`src/rtl/ctrl_pipe_pkg.sv`:
```
// Shared control-word types, bubble constants and ALU control codes for the
// Execute/Memory/Writeback control pipeline.
package ctrl_pipe_pkg;

   localparam int ALU_CTRL_WIDTH = 3;

   localparam logic [ALU_CTRL_WIDTH-1:0] ALU_ADD      = 3'b000;
   localparam logic [ALU_CTRL_WIDTH-1:0] ALU_SUB      = 3'b001;
   localparam logic [ALU_CTRL_WIDTH-1:0] ALU_OP_010   = 3'b010;
   localparam logic [ALU_CTRL_WIDTH-1:0] ALU_OP_011   = 3'b011;
   localparam logic [ALU_CTRL_WIDTH-1:0] ALU_PASS_A   = 3'b110;
   localparam logic [ALU_CTRL_WIDTH-1:0] ALU_PASS_IMM = 3'b111;

   // Full word: E slice, then the M and WB slices carried onward.
   typedef struct packed {
      logic                      valid;
      logic                      is_scalar;
      logic                      is_vec_scalar;
      logic                      use_imm;
      logic [ALU_CTRL_WIDTH-1:0] alu_ctrl;
      logic                      wr_mem_en;
      logic                      out_flag;
      logic                      result_sel;
      logic                      we_scalar;
      logic                      we_vector;
   } ctrlE_t;

   typedef struct packed {
      logic valid;
      logic wr_mem_en;
      logic out_flag;
      logic result_sel;
      logic we_scalar;
      logic we_vector;
   } ctrlM_t;

   typedef struct packed {
      logic valid;
      logic result_sel;
      logic we_scalar;
      logic we_vector;
   } ctrlW_t;

   localparam ctrlE_t BUBBLE_E = '0;
   localparam ctrlM_t BUBBLE_M = '0;
   localparam ctrlW_t BUBBLE_W = '0;

endpackage

```
`src/rtl/pipe_stage_reg.sv`:
```
// Pipeline register with async active-low reset to a bubble value.
// Clear has priority over hold, so a flush always beats a stall.
module pipe_stage_reg #(
   parameter int               WIDTH     = 8,
   parameter logic [WIDTH-1:0] RESET_VAL = '0
) (
   input  logic             clk,
   input  logic             rst_n,
   input  logic             i_hold,
   input  logic             i_clear,
   input  logic [WIDTH-1:0] i_d,
   output logic [WIDTH-1:0] o_q
);

   logic [WIDTH-1:0] r_q;

   always_ff @(posedge clk or negedge rst_n) begin
      if (!rst_n)
         r_q <= RESET_VAL;
      else if (i_clear)
         r_q <= RESET_VAL;
      else if (!i_hold)
         r_q <= i_d;
   end

   assign o_q = r_q;

endmodule

```
`src/rtl/control_pipeline.sv`:
```
// Carries the decoded control word through the E, M and W pipeline registers,
// applies stall/flush at the E boundary and counts retired instructions.
module control_pipeline
   import ctrl_pipe_pkg::ctrlE_t, ctrl_pipe_pkg::ctrlM_t, ctrl_pipe_pkg::ctrlW_t,
          ctrl_pipe_pkg::BUBBLE_E, ctrl_pipe_pkg::BUBBLE_M, ctrl_pipe_pkg::BUBBLE_W;
#(
   parameter int ALU_CTRL_WIDTH = ctrl_pipe_pkg::ALU_CTRL_WIDTH,
   parameter int COUNT_WIDTH    = 16
) (
   input  logic                      clk,
   input  logic                      rst_n,
   input  logic                      validD,
   input  logic                      isScalarInstructionED,
   input  logic                      isVectorScalarOperationED,
   input  logic                      useInmediateED,
   input  logic [ALU_CTRL_WIDTH-1:0] aluControlED,
   input  logic                      writeToMemoryEnableMD,
   input  logic                      outFlagMD,
   input  logic                      resultSelectorWBD,
   input  logic                      writeEnableScalarWBD,
   input  logic                      writeEnableVectorWBD,
   input  logic                      stallE,
   input  logic                      flushE,
   output logic                      validE,
   output logic                      isScalarInstructionE,
   output logic                      isVectorScalarOperationE,
   output logic                      useInmediateE,
   output logic [ALU_CTRL_WIDTH-1:0] aluControlE,
   output logic                      writeEnableScalarE,
   output logic                      writeEnableVectorE,
   output logic                      validM,
   output logic                      writeToMemoryEnableM,
   output logic                      outFlagM,
   output logic                      writeEnableScalarM,
   output logic                      writeEnableVectorM,
   output logic                      validW,
   output logic                      resultSelectorW,
   output logic                      writeEnableScalarW,
   output logic                      writeEnableVectorW,
   output logic [COUNT_WIDTH-1:0]    retiredCount
);

   ctrlE_t w_e_d, r_e;
   ctrlM_t w_m_d, r_m;
   ctrlW_t w_w_d, r_w;
   logic [COUNT_WIDTH-1:0] r_retired;

   // An invalid decode slot loads a clean bubble rather than its raw fields.
   always_comb begin
      w_e_d = BUBBLE_E;
      if (validD) begin
         w_e_d.valid         = 1'b1;
         w_e_d.is_scalar     = isScalarInstructionED;
         w_e_d.is_vec_scalar = isVectorScalarOperationED;
         w_e_d.use_imm       = useInmediateED;
         w_e_d.alu_ctrl      = aluControlED;
         w_e_d.wr_mem_en     = writeToMemoryEnableMD;
         w_e_d.out_flag      = outFlagMD;
         w_e_d.result_sel    = resultSelectorWBD;
         w_e_d.we_scalar     = writeEnableScalarWBD;
         w_e_d.we_vector     = writeEnableVectorWBD;
      end
   end

   always_comb begin
      w_m_d            = BUBBLE_M;
      w_m_d.valid      = r_e.valid;
      w_m_d.wr_mem_en  = r_e.wr_mem_en;
      w_m_d.out_flag   = r_e.out_flag;
      w_m_d.result_sel = r_e.result_sel;
      w_m_d.we_scalar  = r_e.we_scalar;
      w_m_d.we_vector  = r_e.we_vector;

      w_w_d            = BUBBLE_W;
      w_w_d.valid      = r_m.valid;
      w_w_d.result_sel = r_m.result_sel;
      w_w_d.we_scalar  = r_m.we_scalar;
      w_w_d.we_vector  = r_m.we_vector;
   end

   pipe_stage_reg #(.WIDTH($bits(ctrlE_t)), .RESET_VAL(BUBBLE_E)) u_reg_e (
      .clk(clk), .rst_n(rst_n), .i_hold(stallE), .i_clear(flushE), .i_d(w_e_d), .o_q(r_e)
   );

   // A stalled E slot issues a bubble into M; flush alone lets E advance.
   pipe_stage_reg #(.WIDTH($bits(ctrlM_t)), .RESET_VAL(BUBBLE_M)) u_reg_m (
      .clk(clk), .rst_n(rst_n), .i_hold(1'b0), .i_clear(stallE), .i_d(w_m_d), .o_q(r_m)
   );

   pipe_stage_reg #(.WIDTH($bits(ctrlW_t)), .RESET_VAL(BUBBLE_W)) u_reg_w (
      .clk(clk), .rst_n(rst_n), .i_hold(1'b0), .i_clear(1'b0), .i_d(w_w_d), .o_q(r_w)
   );

   always_ff @(posedge clk or negedge rst_n) begin
      if (!rst_n)
         r_retired <= '0;
      else if (r_w.valid && (r_retired != {COUNT_WIDTH{1'b1}}))
         r_retired <= r_retired + COUNT_WIDTH'(1);
   end

   assign validE                   = r_e.valid;
   assign isScalarInstructionE     = r_e.is_scalar;
   assign isVectorScalarOperationE = r_e.is_vec_scalar;
   assign useInmediateE            = r_e.use_imm;
   assign aluControlE              = r_e.alu_ctrl;
   assign writeEnableScalarE       = r_e.we_scalar & r_e.valid;
   assign writeEnableVectorE       = r_e.we_vector & r_e.valid;

   assign validM                   = r_m.valid;
   assign writeToMemoryEnableM     = r_m.wr_mem_en & r_m.valid;
   assign outFlagM                 = r_m.out_flag & r_m.valid;
   assign writeEnableScalarM       = r_m.we_scalar & r_m.valid;
   assign writeEnableVectorM       = r_m.we_vector & r_m.valid;

   assign validW                   = r_w.valid;
   assign resultSelectorW          = r_w.result_sel;
   assign writeEnableScalarW       = r_w.we_scalar & r_w.valid;
   assign writeEnableVectorW       = r_w.we_vector & r_w.valid;

   assign retiredCount             = r_retired;

endmodule

```
`config.mk`:
```
export PLATFORM = sky130hd
export DESIGN_NAME = control_pipeline
export DESIGN_NICKNAME = d
export VERILOG_FILES = /design/src/rtl/ctrl_pipe_pkg.sv /design/src/rtl/pipe_stage_reg.sv /design/src/rtl/control_pipeline.sv
export SDC_FILE = /design/constraint.sdc
export NUM_CORES = 1
export LEC_CHECK = 0
export CELL_PAD_IN_SITES_DETAIL_PLACEMENT = 1
export CELL_PAD_IN_SITES_GLOBAL_PLACEMENT = 1
export CORE_MARGIN = 3
export CORE_UTILIZATION = 32
export DETAILED_ROUTE_END_ITERATION = 12
export HOLD_SLACK_MARGIN = 0.02
export PLACE_DENSITY_LB_ADDON = 0.2
export SYNTH_ARGS = -nofsm -noshare
export SYNTH_HDL_FRONTEND = slang
export SYNTH_SLANG_ARGS = --single-unit
```
`constraint.sdc`:
```
create_clock -name clk -period 1.4 [get_ports clk]
set_input_delay 0.35 -clock clk [delete_from_list [all_inputs] [get_ports clk]]
set_output_delay 0.35 -clock clk [all_outputs]
set_load 0.01 [all_outputs]
```
======== Word-level counts from Yosys, hierarchy flattened ========
Cells that the tools add are included.
word-level totals
  bits in registers ....................... 38
  logic and storage cells ................. 20
operators by class
  equality and inequality tests ........... 2
  reduce and logical (&&, ||, !) cells .... 1
  multiplexer cells ....................... 4
  bitwise logic cells ..................... 8
  add/subtract/negate cells ............... 1
operators by type and width
  operator                                                number
  2-to-1 mux 12 bit                                       3
  adder 16 x 1 -> 16 bit (second input constant)          1
  inequality test 16 bit (second input constant)          1
  bitwise AND 1 bit                                       8
  2-to-1 mux 6 bit                                        1
  inequality test 2 x 1 -> 1 bit (second input constant)  1
  logical AND 1 bit                                       1

======== Depth between registers and ports, before layout ========
Gate-level depths: netlist of run 1.
  word-level depth ........................ 3
  mapped depth ............................ 5

======== Cells and area by module ========
From an unflattened synthesis of run 1, not the netlist that was laid out.
second synthesis, totals
  cell total of the unflattened synthesis .. 163
  area total of the unflattened synthesis .. 1794.2 µm²
by module, submodules not included
  module                    instances  seq. area each (µm²)  area each (µm²)  cells an instance
  control_pipeline          1          400.4                 909.6            93
  pipe_stage_reg (u_reg_e)  1          300.3                 480.5            38
  pipe_stage_reg (u_reg_m)  1          150.1                 244.0            19
  pipe_stage_reg (u_reg_w)  1          100.1                 160.2            13

======== Worst setup path before layout of run 1 ========
OpenSTA, ideal clock, no wires.
  path kind ............................... flip-flop to flip-flop
  start ................................... register r_retired[0], in the netlist retiredCount[0]
  end ..................................... register r_retired[12], in the netlist retiredCount[12]
  stages on the path, launching flop included .. 6
  data arrival time ....................... 1574 ps
  path slack .............................. -253 ps
  buffers on the path ..................... 0
  cells stage by stage .................... dfrtp_1 > ha_1 > nand3_1 > or3_4 > nor3b_2 > xor2_1
between the ends
  word-level cells in the longest chain between the ends .. 2
RTL lines
  what                                                            RTL line                text
  from (decl)                                                     control_pipeline.sv:46  logic [COUNT_WIDTH-1:0] r_retired;
  from (signal assigned)                                          control_pipeline.sv:98  r_retired <= r_retired + COUNT_WIDTH'(1);
  branches (longest 2 deep; another with adder 16 x 1 -> 16 bit)  -
Parallel ways; which one is timed is not known.
A chain may end at the register's enable or synchronous reset.

======== Worst setup path in the final report of run 1 ========
  start ................................... register r_retired[1], in the netlist retiredCount[1]
  end ..................................... register r_retired[3], in the netlist retiredCount[3]
The elaborated chain is that of the path after synthesis.

==> impl_results.rst, run 1 <==
.. list-table::
   :header-rows: 1

   * - Metric
     - Value
   * - Die footprint
     - approximately 6000 µm²
   * - Fmax
     - between 600 and 700 MHz
   * - Synth async-reset ratio
     - between 90% and 100%
   * - Sequential-to-total area share from yosys stat
     - slightly below 60%
   * - Worst-margin pin slew
     - roughly 0.45 ns
   * - Headroom to the max-slew limit
     - between 60% and 70%
   * - Post-detail-place hpwl
     - 3120 µm
   * - Final period demand of the worst path
     - 1.56 ns
   * - Count of max-cap constraint violations
     - 0
   * - Total wirelength of the detailed-routed design
     - 4580 µm
   * - Fraction of layout cells with a size suffix above 1
     - between 40% and 50%
   * - Clock tree from TritonCTS
     - yes
   * - Post-synth net total
     - approximately 150
   * - Tot GR Track Use
     - ~16%
   * - Maximum clock skew at final layout
     - around 0.0037 ns
   * - Seq cells post-synth
     - 38
   * - Boundary pin count
     - 50
   * - DRC violations left
     - 0
   * - Pre-Repair DR Iteration Count
     - 5
   * - Detailed-route vias per instance
     - 4.70
   * - Pins over their slew limit
     - 0
   * - Outcome
     - finished, violations left
   * - Internal reg-to-reg setup slack
     - -0.16 ns
   * - Areal power density over the cells
     - between 900 and 1000 nW/µm²
   * - Area Overhead vs Synth
     - 67.9%
   * - Synthesis Warnings
     - 0
   * - Worst reg2reg path endpoint
     - retiredCount[3]
   * - Horiz. Die Dim
     - approximately 77 µm
   * - Syn avg cell area
     - between 10 and 15 µm²
   * - Skew-Pair Late Insertion Delay
     - about 0.3 ns
   * - Vertical die dimension
     - 77.0 µm
   * - Via count of the first global-routing pass
     - between 1500 and 2000
   * - Avg WL per Cell
     - 15.5 µm
   * - Critical Path Start Type
     - register
   * - Type of the tightest min-delay check
     - register to register
   * - Static leakage
     - roughly 1.4 nW
   * - Final core utilization
     - between 50% and 60%
   * - Part of the cycle the worst path needs
     - 112%
   * - Arrival time worst endpoint
     - around 1.8 ns
   * - FP Rows
     - 25
   * - Ant diodes
     - 0
   * - Hold Path Cell Cnt
     - 0
   * - Cells after synthesis
     - 136
   * - Largest vdd supply drop
     - between 0.6 and 0.7 mV
   * - Number of input and output port buffers inserted
     - 49
   * - Sink of the worst hold path
     - u_reg_w.o_q[2]
   * - Number of fill cells
     - between 500 and 600
   * - Total via count after detailed routing
     - between 1000 and 1500
   * - H-tree levels
     - 2
   * - Buffer type at the clock tree root
     - sky130_fd_sc_hd__clkbuf_8
   * - Initial antenna violation count
     - 0
   * - Number of placed instances with taps included
     - between 200 and 300
   * - Drt initial violations
     - 44
   * - Crit path setup slack, layout
     - -0.161 ns
   * - Final instance count without filler cells
     - 295
   * - Gpl congestion
     - about 0.8
   * - # nets final
     - about 240
   * - Deepest clock path buffer count
     - 2
   * - Final Hold Fails
     - 0
   * - Most instantiated flip-flop cell in the synthesis netlist
     - sky130_fd_sc_hd__dfrtp_1
   * - CP required
     - ~1.6 ns
   * - Critical path endpoint category
     - register
   * - Number of clock sinks
     - 38
   * - Final Power
     - between 2 and 3 mW
   * - Post-synthesis instance area
     - ~1600 µm²
   * - RSZ-0062 raised after global routing
     - yes
   * - EDFF count, synth
     - 0
   * - Setup Viol. Count Final
     - 25
   * - Largest net degree at the start of global routing
     - 27
   * - Worst reg2reg startpoint
     - retiredCount[1]
   * - Number of nets still failing antenna checks after routing
     - 0
   * - Cts bufs inserted
     - 5
   * - Effective utilization at floorplan
     - between 30% and 40%
   * - Hold path startpoint
     - u_reg_m.o_q[2]
   * - Clock-pin slew of the registers on the worst-case setup and hold paths
     - roughly 0.07 ns
   * - Unique cell type count in the Yosys netlist
     - 25
   * - Maximum fanout along the worst path
     - 8
   * - Violations in the final reports
     - setup timing
   * - Core area
     - roughly 4800 µm²
   * - Worst slack at placement
     - -0.144 ns
   * - First-pass GRT wire length
     - between 7000 and 8000 µm
   * - Category of the critical setup timing path
     - register to register
   * - Path depth of the worst reg2reg path
     - 5
   * - Aggregate global routing overflow
     - 0
==> cells by family after synthesis <==
kind of cell	Yosys count	synth area share [%]
simple gates	58	20.7
flops	38	59.0
compound gates	16	9.08
xor+xnor	14	7.61
buf+inv	9	2.79
fa+ha+maj	1	0.776
==> synthesized netlist by cell type (all sizes together), types with 4 or more instances <==
library cell   n  area, µm²
nor2b          7       43.8
nor2          14       52.6
nand2          9       33.8
and2           8       50.1
xnor2          8       70.1
clkbuf         4       15.0
a22oi         11       82.6
nor3           4       25.0
dfrtp         38        951
xor2           6       52.6
nand4          8       65.1
==> registers in the layout, indices dropped and copies added, names as in the netlist <==
name	cells
retiredCount	16
u_reg_e.o_q	12
u_reg_m.o_q	6
u_reg_w.o_q	4
==> cell usage in the layout, fill, tap and decap left out, types with 6 or more instances in the layout <==
master                            count
sky130_fd_sc_hd__nor2_1              12
sky130_fd_sc_hd__clkbuf_8             6
sky130_fd_sc_hd__nand2_1              6
sky130_fd_sc_hd__buf_4               31
sky130_fd_sc_hd__buf_6               19
sky130_fd_sc_hd__a22oi_1             11
sky130_fd_sc_hd__clkdlybuf4s50_1     14
sky130_fd_sc_hd__nand4_1              7
sky130_fd_sc_hd__and2_4               8
sky130_fd_sc_hd__dfrtp_1             35
sky130_fd_sc_hd__nor2b_1              7
sky130_fd_sc_hd__dlygate4sd2_1       14
sky130_fd_sc_hd__xor2_1               6
sky130_fd_sc_hd__buf_2                9
==> critical path, stage by stage (launching register included) <==
cell and delay, ns:
sky130_fd_sc_hd__dfrtp_1 0.39, sky130_fd_sc_hd__ha_4 0.17, sky130_fd_sc_hd__nand3_4 0.10, sky130_fd_sc_hd__o41a_4 0.56
sky130_fd_sc_hd__nand4_1 0.13, sky130_fd_sc_hd__xnor2_1 0.13
==> stage by stage <==
stage | hold WS, ns | cell area [µm²] | setup TNS (ns)
floorplan | 0.0544 | 1630 | -1.63
global placement | 0.260 | 2360 | -0.732
detailed placement | 0.271 | 2360 | -2.10
CTS | 0.360 | 2610 | -1.41
global route | 0.377 | 2710 | -2.87
finish | 0.361 | 2710 | -1.80
==> where the power goes <==
group          switching (mW)  internal (mW)  leakage, nW
Clock                   0.390          0.397       0.0482
Sequential             0.0674           1.17        0.516
Combinational           0.285          0.363        0.822
Total                   0.742           1.93         1.39
==> cell type report <==
cell class | count | area (µm²) | share of cell area, %
clock buffers | 7 | 86.3 | 3.19
repair buffers | 91 | 800 | 29.5
flip-flops and latches | 38 | 955 | 35.3
multi-input cells | 89 | 769 | 28.4
well taps | 67 | 83.8 | 3.10
clock inverters | 1 | 5.00 | 0.185
inverters | 2 | 7.51 | 0.277
==> metal layers <==
| metal | vias up | part of all wire, % | GRT usage (%) |
|---|---|---|---|
| met2 | 36 | 52 | 28.0 |
| met4 | 0 | 2.0 | 7.25 |
| met5 | - | 0 | 0 |
| li1 | 647 | - | - |
| met3 | 8 | 4.8 | 3.99 |
| met1 | 695 | 41 | 19.7 |
==> what timing repair did <==
action / 4_1_cts / 5_1_grt
setup buffers: 14 / 3
endpoints found under the hold margin: 12 / 0
gates resized for setup: 127 / 17
hold buffers: 1 / 0
setup endpoints to repair: 50 / 28
pin swaps: 15 / 6
==> how the worst max path moves through the flow <==
stage,startpoint,to,slack [ns],cells past startpoint
final,retiredCount[1],retiredCount[3],-0.16,5
after floorplan,retiredCount[1],retiredCount[12],-0.17,5
after global routing,retiredCount[1],retiredCount[3],-0.22,5
after CTS,retiredCount[1],retiredCount[3],-0.13,5
after detailed placement,retiredCount[13],retiredCount[3],-0.14,4
after global placement,retiredCount[0],retiredCount[14],-0.07,5
Power figures use the tool's default switching activity.
==> inputs of run 2 (changes only) <==
Settings changed: ABC_CLOCK_PERIOD_IN_PS set to 1400.
==> results of run 2 <==
The final DEF is identical to that of run 1; final timing and power are the same.
